===== src/rtl/ctrl_smoother.sv =====
// rtl/ctrl_smoother.sv - per-channel one-pole slew filter for the five ADC control words
module ctrl_smoother #(
  parameter int          FREQ_SHIFT  = 2,
  parameter int          CTRL_SHIFT  = 4,
  parameter logic [15:0] RESET_CTRL0 = 16'd90,
  parameter logic [15:0] RESET_CTRL1 = 16'd270,
  parameter logic [15:0] RESET_CTRL2 = 16'd511,
  parameter logic [15:0] RESET_CTRL3 = 16'd0,
  parameter logic [15:0] RESET_CTRL4 = 16'd0
) (
  input  logic        i_Clock,
  input  logic        reset_n,
  input  logic [15:0] i_Data0,
  input  logic [15:0] i_Data1,
  input  logic [15:0] i_Data2,
  input  logic [15:0] i_Data3,
  input  logic [15:0] i_Data4,
  input  logic        i_Data_Received,
  input  logic        i_Bypass,
  output logic [15:0] o_Ctrl0,
  output logic [15:0] o_Ctrl1,
  output logic [15:0] o_Ctrl2,
  output logic [15:0] o_Ctrl3,
  output logic [15:0] o_Ctrl4,
  output logic        o_Valid,
  output logic        o_Busy
);

  localparam int FW = 16 + FREQ_SHIFT;
  localparam int CW = 16 + CTRL_SHIFT;

  typedef enum logic [1:0] {S_IDLE, S_CALC, S_DONE, S_LATCH} state_t;

  state_t          state_q, state_d;
  logic            prev_rx;
  logic            primed_q;
  logic            pending_q;
  logic [2:0]      ch_q;
  logic [15:0]     raw0_q;
  logic [15:0]     rawc_q  [4];
  logic [FW-1:0]   acc0_q;
  logic [CW-1:0]   acc_c_q [4];

  logic            rx_edge;
  logic [1:0]      cidx;
  logic [15:0]     raw0_in;

  logic [FW-1:0]   r0, new0;
  logic signed [FW:0] d0, step0;
  logic [FW:0]     mag0;
  logic            snap0;

  logic [CW-1:0]   rc, newc;
  logic signed [CW:0] dc, stepc;
  logic [CW:0]     magc;
  logic            snapc;

  assign rx_edge = i_Data_Received & ~prev_rx;
  assign cidx    = ch_q[1:0] - 2'd1;
  // LATCH doubles as channel 0's CALC cycle, so channel 0 reads the live input there
  assign raw0_in = (state_q == S_LATCH) ? i_Data0 : raw0_q;

  // Channel 0 filter step: snap when bypassed, unprimed or within one LSB, else slew by d/2^S
  always_comb begin
    r0    = FW'(raw0_in) << FREQ_SHIFT;
    d0    = $signed({1'b0, r0}) - $signed({1'b0, acc0_q});
    mag0  = d0[FW] ? -d0 : d0;
    step0 = d0 >>> FREQ_SHIFT;
    snap0 = i_Bypass || !primed_q || ((mag0 >> FREQ_SHIFT) == '0);
    new0  = snap0 ? r0 : acc0_q + FW'(step0);
  end

  // Shared filter step for channels 1-4, selected by the channel counter
  always_comb begin
    rc    = CW'(rawc_q[cidx]) << CTRL_SHIFT;
    dc    = $signed({1'b0, rc}) - $signed({1'b0, acc_c_q[cidx]});
    magc  = dc[CW] ? -dc : dc;
    stepc = dc >>> CTRL_SHIFT;
    snapc = i_Bypass || !primed_q || ((magc >> CTRL_SHIFT) == '0);
    newc  = snapc ? rc : acc_c_q[cidx] + CW'(stepc);
  end

  // State register
  always_ff @(posedge i_Clock or negedge reset_n) begin
    if (!reset_n) state_q <= S_IDLE;
    else          state_q <= state_d;
  end

  // Next-state logic
  always_comb begin
    state_d = state_q;
    case (state_q)
      S_IDLE:  if (rx_edge) state_d = S_CALC;
      S_CALC:  if (ch_q == 3'd4) state_d = S_DONE;
      S_DONE:  state_d = (pending_q || rx_edge) ? S_LATCH : S_IDLE;
      S_LATCH: state_d = S_CALC;
      default: state_d = S_IDLE;
    endcase
  end

  // Datapath: capture, per-channel accumulate, and atomic publish of all five words
  always_ff @(posedge i_Clock or negedge reset_n) begin
    if (!reset_n) begin
      prev_rx    <= 1'b0;
      primed_q   <= 1'b0;
      pending_q  <= 1'b0;
      ch_q       <= 3'd0;
      raw0_q     <= 16'd0;
      rawc_q[0]  <= 16'd0;
      rawc_q[1]  <= 16'd0;
      rawc_q[2]  <= 16'd0;
      rawc_q[3]  <= 16'd0;
      acc0_q     <= FW'(RESET_CTRL0) << FREQ_SHIFT;
      acc_c_q[0] <= CW'(RESET_CTRL1) << CTRL_SHIFT;
      acc_c_q[1] <= CW'(RESET_CTRL2) << CTRL_SHIFT;
      acc_c_q[2] <= CW'(RESET_CTRL3) << CTRL_SHIFT;
      acc_c_q[3] <= CW'(RESET_CTRL4) << CTRL_SHIFT;
      o_Ctrl0    <= RESET_CTRL0;
      o_Ctrl1    <= RESET_CTRL1;
      o_Ctrl2    <= RESET_CTRL2;
      o_Ctrl3    <= RESET_CTRL3;
      o_Ctrl4    <= RESET_CTRL4;
      o_Valid    <= 1'b0;
      o_Busy     <= 1'b0;
    end else begin
      prev_rx <= i_Data_Received;
      o_Valid <= 1'b0;
      case (state_q)
        S_IDLE: begin
          if (rx_edge) begin
            raw0_q    <= i_Data0;
            rawc_q[0] <= i_Data1;
            rawc_q[1] <= i_Data2;
            rawc_q[2] <= i_Data3;
            rawc_q[3] <= i_Data4;
            o_Busy    <= 1'b1;
            ch_q      <= 3'd0;
          end
        end
        S_CALC: begin
          if (ch_q == 3'd0) acc0_q <= new0;
          else              acc_c_q[cidx] <= newc;
          ch_q <= ch_q + 3'd1;
          if (rx_edge) pending_q <= 1'b1;
        end
        S_LATCH: begin
          raw0_q    <= i_Data0;
          rawc_q[0] <= i_Data1;
          rawc_q[1] <= i_Data2;
          rawc_q[2] <= i_Data3;
          rawc_q[3] <= i_Data4;
          acc0_q    <= new0;
          ch_q      <= 3'd1;
          o_Busy    <= 1'b1;
          if (rx_edge) pending_q <= 1'b1;
        end
        S_DONE: begin
          o_Ctrl0   <= acc0_q[FW-1:FREQ_SHIFT];
          o_Ctrl1   <= acc_c_q[0][CW-1:CTRL_SHIFT];
          o_Ctrl2   <= acc_c_q[1][CW-1:CTRL_SHIFT];
          o_Ctrl3   <= acc_c_q[2][CW-1:CTRL_SHIFT];
          o_Ctrl4   <= acc_c_q[3][CW-1:CTRL_SHIFT];
          o_Valid   <= 1'b1;
          primed_q  <= 1'b1;
          // A queued frame restarts immediately, so busy does not drop between back-to-back results
          o_Busy    <= pending_q || rx_edge;
          pending_q <= 1'b0;
        end
        default: ;
      endcase
    end
  end

endmodule


===== config.mk =====
export PLATFORM = sky130hd
export DESIGN_NAME = ctrl_smoother
export DESIGN_NICKNAME = d
export VERILOG_FILES = /design/src/rtl/ctrl_smoother.sv
export SDC_FILE = /design/constraint.sdc
export NUM_CORES = 1
export LEC_CHECK = 0
export CORE_ASPECT_RATIO = 1.75
export CORE_UTILIZATION = 62
export CTS_BUF_LIST = sky130_fd_sc_hd__clkbuf_8
export CTS_CLUSTER_SIZE = 8
export DETAILED_ROUTE_END_ITERATION = 8
export DONT_BUFFER_PORTS = 1
export PLACE_DENSITY = 0.78
export REMOVE_ABC_BUFFERS = 1
export SETUP_SLACK_MARGIN = 0.05
export SKIP_CTS_REPAIR_TIMING = 1
export SLEW_MARGIN = 20
export SYNTH_ARGS = -nofsm -noshare
export SYNTH_HDL_FRONTEND = slang
export SYNTH_SLANG_ARGS = --single-unit

===== constraint.sdc =====
create_clock -name i_Clock -period 11.3 [get_ports i_Clock]
set_input_delay 1.13 -clock i_Clock [delete_from_list [all_inputs] [get_ports i_Clock]]
set_output_delay 1.13 -clock i_Clock [all_outputs]
set_load 0.05 [all_outputs]

Yosys cells after proc, flatten, opt, wreduce, memory -nomap -nowiden
Index checks and enable logic that the tools add are counted.
Storage, ports and cells
  input bits: 84
  logic and storage cells: 97
  register bits after elaboration: 268
Cells by class
  reductions and logical operators: 23
  equality and inequality tests: 8
  multiplexer cells: 30
  add/subtract/negate cells: 8
  bitwise operators: 4
  order comparisons: 2
Operators with widths (number)
  64-bit case mux with 2 select lines: 1
  80-bit bitwise mux: 1
  20-bit two-way mux: 4
  16-bit two-way mux: 4
  64-bit two-way mux: 1
  20-bit binary-select mux with 2-bit select: 1
  20-bit demux with 2-bit select: 1
  18-bit two-way mux: 2
  18-bit case mux with 2 select lines: 1
  16-bit binary-select mux with 2-bit select: 1
  16-bit case mux with 2 select lines: 1
  21-bit zero test: 1
  21-bit two-way mux: 1
  21-bit negator: 1
  20-bit by 20-bit subtractor with 21-bit output: 1
  20-bit adder: 1
  19-bit zero test: 1
  19-bit two-way mux: 1
  19-bit negator: 1
  18-bit by 18-bit subtractor with 19-bit output: 1
  18-bit adder: 1
  2-bit AND reduction: 7
  3-bit case mux with 3 select lines: 1
  2-bit case mux with 4 select lines: 1
  25 further kinds: 38

Logic depth before layout (Yosys ltp)
  depth in word-level cells: 12
  depth in mapped cells: 29

Least setup slack after synthesis
Ideal clock, no wire load.
  path kind: flip-flop to flip-flop
  start: register ch_q[0]
  end: register acc_c_q[35] (netlist bit)
  stages on the path, launching flop included: 27
  period minus slack after synthesis: 6746 ps
  arrival time: 6618 ps
  path buffers: 5
  path slack: 4554 ps
  cell sequence: dfrtp_1 buf_4 buf_2 clkbuf_1 buf_1 mux4_2 inv_1 ha_1 clkbuf_1 a21o_1 a21oi_1 o22ai_1 nor3_1 xor2_1 inv_1 ha_1 or3_1 a21o_1 a31oi_1 o311ai_0 o41ai_1 o21bai_1 a21oi_1 xor2_1 a31oi_1 mux2i_1 nor3_1
Between the ends
  cells in the longest elaborated chain, start to end: 12
  elaborated cells between the ends (all ways): 24
  those cells by class: add/sub (4); order compare (2); mux (11); bitwise (2); reduce/logical (5)
RTL lines
  start: declaration: line 38  | logic [2:0] ch_q;
  start signal: assignment: line 143  | ch_q <= ch_q + 3'd1;
  2-bit by 1-bit subtractor with 2-bit output: line 59  | assign cidx = ch_q[1:0] - 2'd1;
  2-bit inverter with 3-bit output (not written as such)
  20-bit binary-select mux with 2-bit select or 16-bit binary-select mux with 2-bit select (tied branches): line 76, 80, 75
  20-bit two-way mux (not written as such) or 16-bit two-way mux (tied branches) (2 in series): line 76, 80, 75
  20-bit by 20-bit subtractor with 21-bit output: line 76  | dc = $signed({1'b0, rc}) - $signed({1'b0, acc_c_q[cidx]});
  21-bit negator: line 77  | magc = dc[CW] ? -dc : dc;
  21-bit two-way mux: line 77
  21-bit zero test: line 79  | snapc = i_Bypass || !primed_q || ((magc >> CTRL_SHIFT) == '0);
  1-bit logical OR: line 79
  20-bit two-way mux: line 80  | newc = snapc ? rc : acc_c_q[cidx] + CW'(stepc);
  80-bit bitwise mux: line 142  | else acc_c_q[cidx] <= newc;
  end signal: indexed assignment: line 142
  end: declaration: line 42  | logic [CW-1:0] acc_c_q [4];
Parallel ways exist; a longest one is shown, timed or not. The select of a mux whose other input is x is not followed.
A chain may end at the register's enable or synchronous reset.

Worst setup path in the final report
  start: register ch_q[0]
  end: register acc_c_q[37] (netlist bit)
The elaborated chain is that of the path after synthesis.

==> reports/metrics.yaml <==
worst_setup_path:
  timing.rr.end: "acc_c_q[37]$_DFFE_PN0P_"
  critPathLaunchType: "flop"
  critical_path_arrival_ps: 8370
  timing.rr.start: "ch_q[0]$_DFFE_PN0P_"
  crit_top_cell: "o21ai_0"
  path_class: "reg2reg"
  crit_chain: "inv_2 -> ha_2 -> mux2_2 -> o21ai_0 -> inv_1 -> ha_1 -> a21oi_1 -> o22ai_1 -> nor3_1 -> xor2_1 -> inv_1 -> ha_1 -> or3_1 -> a21o_1 -> a31oi_1 -> o311ai_0 -> o41ai_1 -> o21ai_0 -> a21oi_1 -> xor2_1 -> nor2_1 -> o21ai_0 -> o211ai_1"
  endpoint: "acc_c_q[37]$_DFFE_PN0P_"
  crit_cells: 23
  slowest_stage: "dfrtp_2"
  critPathRequiredTime_ps: 11750
  end_kind: "flop"
  cp-startpoint: "ch_q[0]$_DFFE_PN0P_"
  worst_r2r_path_depth: 23
  path_max_fanout: 15
  worst_path_largest_cell_delay_ps: 680
  critical-path-top-delay-family: "compound AO/OA/AOI/OAI gates"
  r2r_setup_slack_ps: 3380
  cp_num_buf_inv: 3
synthesis:
  ys_seq_area_share_pct: 38.9
  ys_warn_count: 0
  synth.distinct_cells: 88
  async_flop_share_pct: 100
  synth_edf_count: 0
  synth_ff_type: "dfrtp_1"
  syn-instance-count: 1719
  synth-seq-cells: 268
  synth_area_mm2: 0.0174
  avgSynthCellArea_um2: 10.1
drt:
  wl_um: 50600
  antenna_left: 0
  vias: 14014
  drtIter0Drc: 997
  viasPerCell: 6.71
  routedWlPerCell_um: 24.2
  dr.pass1.iters: 5
  post-route-drc-count: 0
die:
  start_util_pct: 63.3
  core-area_mm2: 0.0274
  die_w_um: 129
  die_area_mm2: 0.0287
  rows: 80
  die_h_um: 223
  pin_count: 166
timing:
  drv_slew: 0
  skew_ps: 29.7
  setup_slack_ps: 3380
  fin_crit_sh_pct: 70.1
  worstMarginPinSlew_ps: 1070
  fmaxAchievable_mhz: 126
  tns_ps: 0
  finalSetupViolations: 0
  rsz0062_at_grt: "no"
  finalCriticalPeriod_ps: 7920
  max_slew_margin_pct: 28.4
  finalHoldViolations: 0
cells_and_area:
  multi_input_area_mm2: 0.00999
  nets: 1858
  seq_area_mm2: 0.00675
  syn2layout_area_growth_pct: 5.99
  layout-drive-gt1-share_pct: 20.7
  final_util_pct: 67.1
  n_fill_cell: 2157
global_route:
  grt_pass1_vias: 14623
  grt_usage_pct: 36.0
  grt_overflow: 0
  antenna_found_initial: 1
  grt_start_max_net_pins: 269
  grt_pass1_wl_um: 78300
clock_tree:
  clock_sinks: 268
  clk_latency_ps: 590
  cts_tree: "done"
  cts-root-buf: "clkbuf_8"
  htreeDepth: 2
  cts_buffers: 41
  clock_path_buffers: 3
  path_clk_slew_ps: 70
hold_path:
  hp-class: "in2async"
run_status:
  status: "finished, final reports clean"
job:
  maxCapViolations: 0
placed_design:
  detailed_place_hpwl_um: 37500
  numPortBuffers: 0
  gp_congestion: 0.981
  place_worst_setup_slack_ps: 3560
registers in the layout, indices dropped and copies added, names as in the netlist:
register / count
raw0_q: 16
acc_c_q: 80
ch_q: 3
o_Ctrl4: 16
o_Busy: 1
o_Ctrl2: 16
state_q: 2
prev_rx: 1
pending_q: 1
primed_q: 1
acc0_q: 18
o_Ctrl0: 16
rawc_q: 64
o_Ctrl1: 16
o_Ctrl3: 16
o_Valid: 1
through the flow:
stage | area [um2] | cells | hold slack [ps]
4_1_cts | 18400 | 2088 | 218
5_1_grt | 18400 | 2089 | 225
6_report | 18400 | 2089 | 233
3_3_place_gp | 17700 | 2017 | 469
3_5_place_dp | 17700 | 2017 | 475
2_1_floorplan | 17000 | 1630 | 453
routing by layer:
metal / routed length [um] / vias to the layer above / GRT usage, %
met3: 2790 / 220 / 5.44
met2: 26800 / 627 / 65.0
li1: - / 6311 / -
met5: 0 / - / 0
met1: 17100 / 6856 / 36.7
met4: 3960 / 0 / 27.3
cell usage in the layout (no fill, tap or decap), types with 39 or more instances in the layout:
master / instances
clkbuf_8: 47
dfrtp_1: 233
o21ai_0: 73
nor3_1: 43
nor2_1: 129
o211ai_1: 40
nand2_1: 117
inv_1: 108
xnor2_1: 39
a21oi_1: 79
and3_1: 39
mux2_2: 182
ha_1: 79
mux2i_1: 52
area by class of cell:
class | count | share of cell area, %
repair buffers | 18 | 0.734
multi-input cells | 1275 | 54.3
well taps | 369 | 2.51
clock inverters | 24 | 0.516
inverters | 87 | 1.77
diodes | 1 | 0.0136
flip-flops and latches | 268 | 36.7
clock buffers | 47 | 3.51
cells in the mapped netlist (6+ instances only):
library cell	n	share of area, %
nand4_1	9	0.32
o2111ai_1	7	0.35
ha_1	81	5.8
nor4_1	32	1.2
a22oi_1	6	0.26
nor2b_1	10	0.36
a211oi_1	8	0.35
nand2_1	117	2.5
dfrtp_1	234	34
a211o_1	6	0.30
a31oi_1	15	0.54
nand3_1	32	0.92
clkbuf_1	75	1.6
dfstp_2	34	5.1
xnor2_1	39	2.0
a21oi_1	79	2.3
xor2_1	19	0.96
or4_1	12	0.52
o21bai_1	11	0.48
nand2b_1	7	0.25
or2_2	9	0.32
nor2_1	129	2.8
o211ai_1	40	1.7
mux4_2	35	4.5
or3_1	12	0.43
and3_1	39	1.4
and2_1	13	0.47
o21ai_0	73	2.1
a21o_1	24	1.0
nor3_1	43	1.2
mux2_2	182	12
o31ai_1	19	0.82
inv_1	86	1.9
mux2i_1	53	3.1
a2bb2oi_1	7	0.35
o21a_1	11	0.48
worst min path at each step:
| stage | from | end | slack (ps) | depth (start not counted) |
|---|---|---|---|---|
| final | reset_n | o_Ctrl4[9]$_DFFE_PN0P_ | 230 | 0 |
| after global routing | reset_n | acc_c_q[24]$_DFFE_PN0P_ | 230 | 0 |
| after CTS | reset_n | acc_c_q[5]$_DFFE_PN0P_ | 220 | 0 |
| after detailed placement | primed_q$_DFFE_PN0P_ | primed_q$_DFFE_PN0P_ | 480 | 1 |
| after global placement | primed_q$_DFFE_PN0P_ | primed_q$_DFFE_PN0P_ | 470 | 1 |
| after floorplan | primed_q$_DFFE_PN0P_ | primed_q$_DFFE_PN0P_ | 450 | 1 |
cells by family (layout without fill, tap and decap cells):
family	count (synthesis)	in the layout	share of synthesized area (%)
AND/OR/NAND/NOR	488	488	14.0
AO/OA/AOI/OAI	374	374	14.6
multiplexers	270	270	19.4
flip-flops	268	268	38.9
buffers and inverters	176	176	3.95
adder cells (fa/ha/maj)	83	83	6.06
XOR/XNOR	60	60	3.11
other	0	1	0
Power is left out: the tool's default activity adds up to more than one toggle a clock period on the data nets, which glitch-free logic cannot reach.
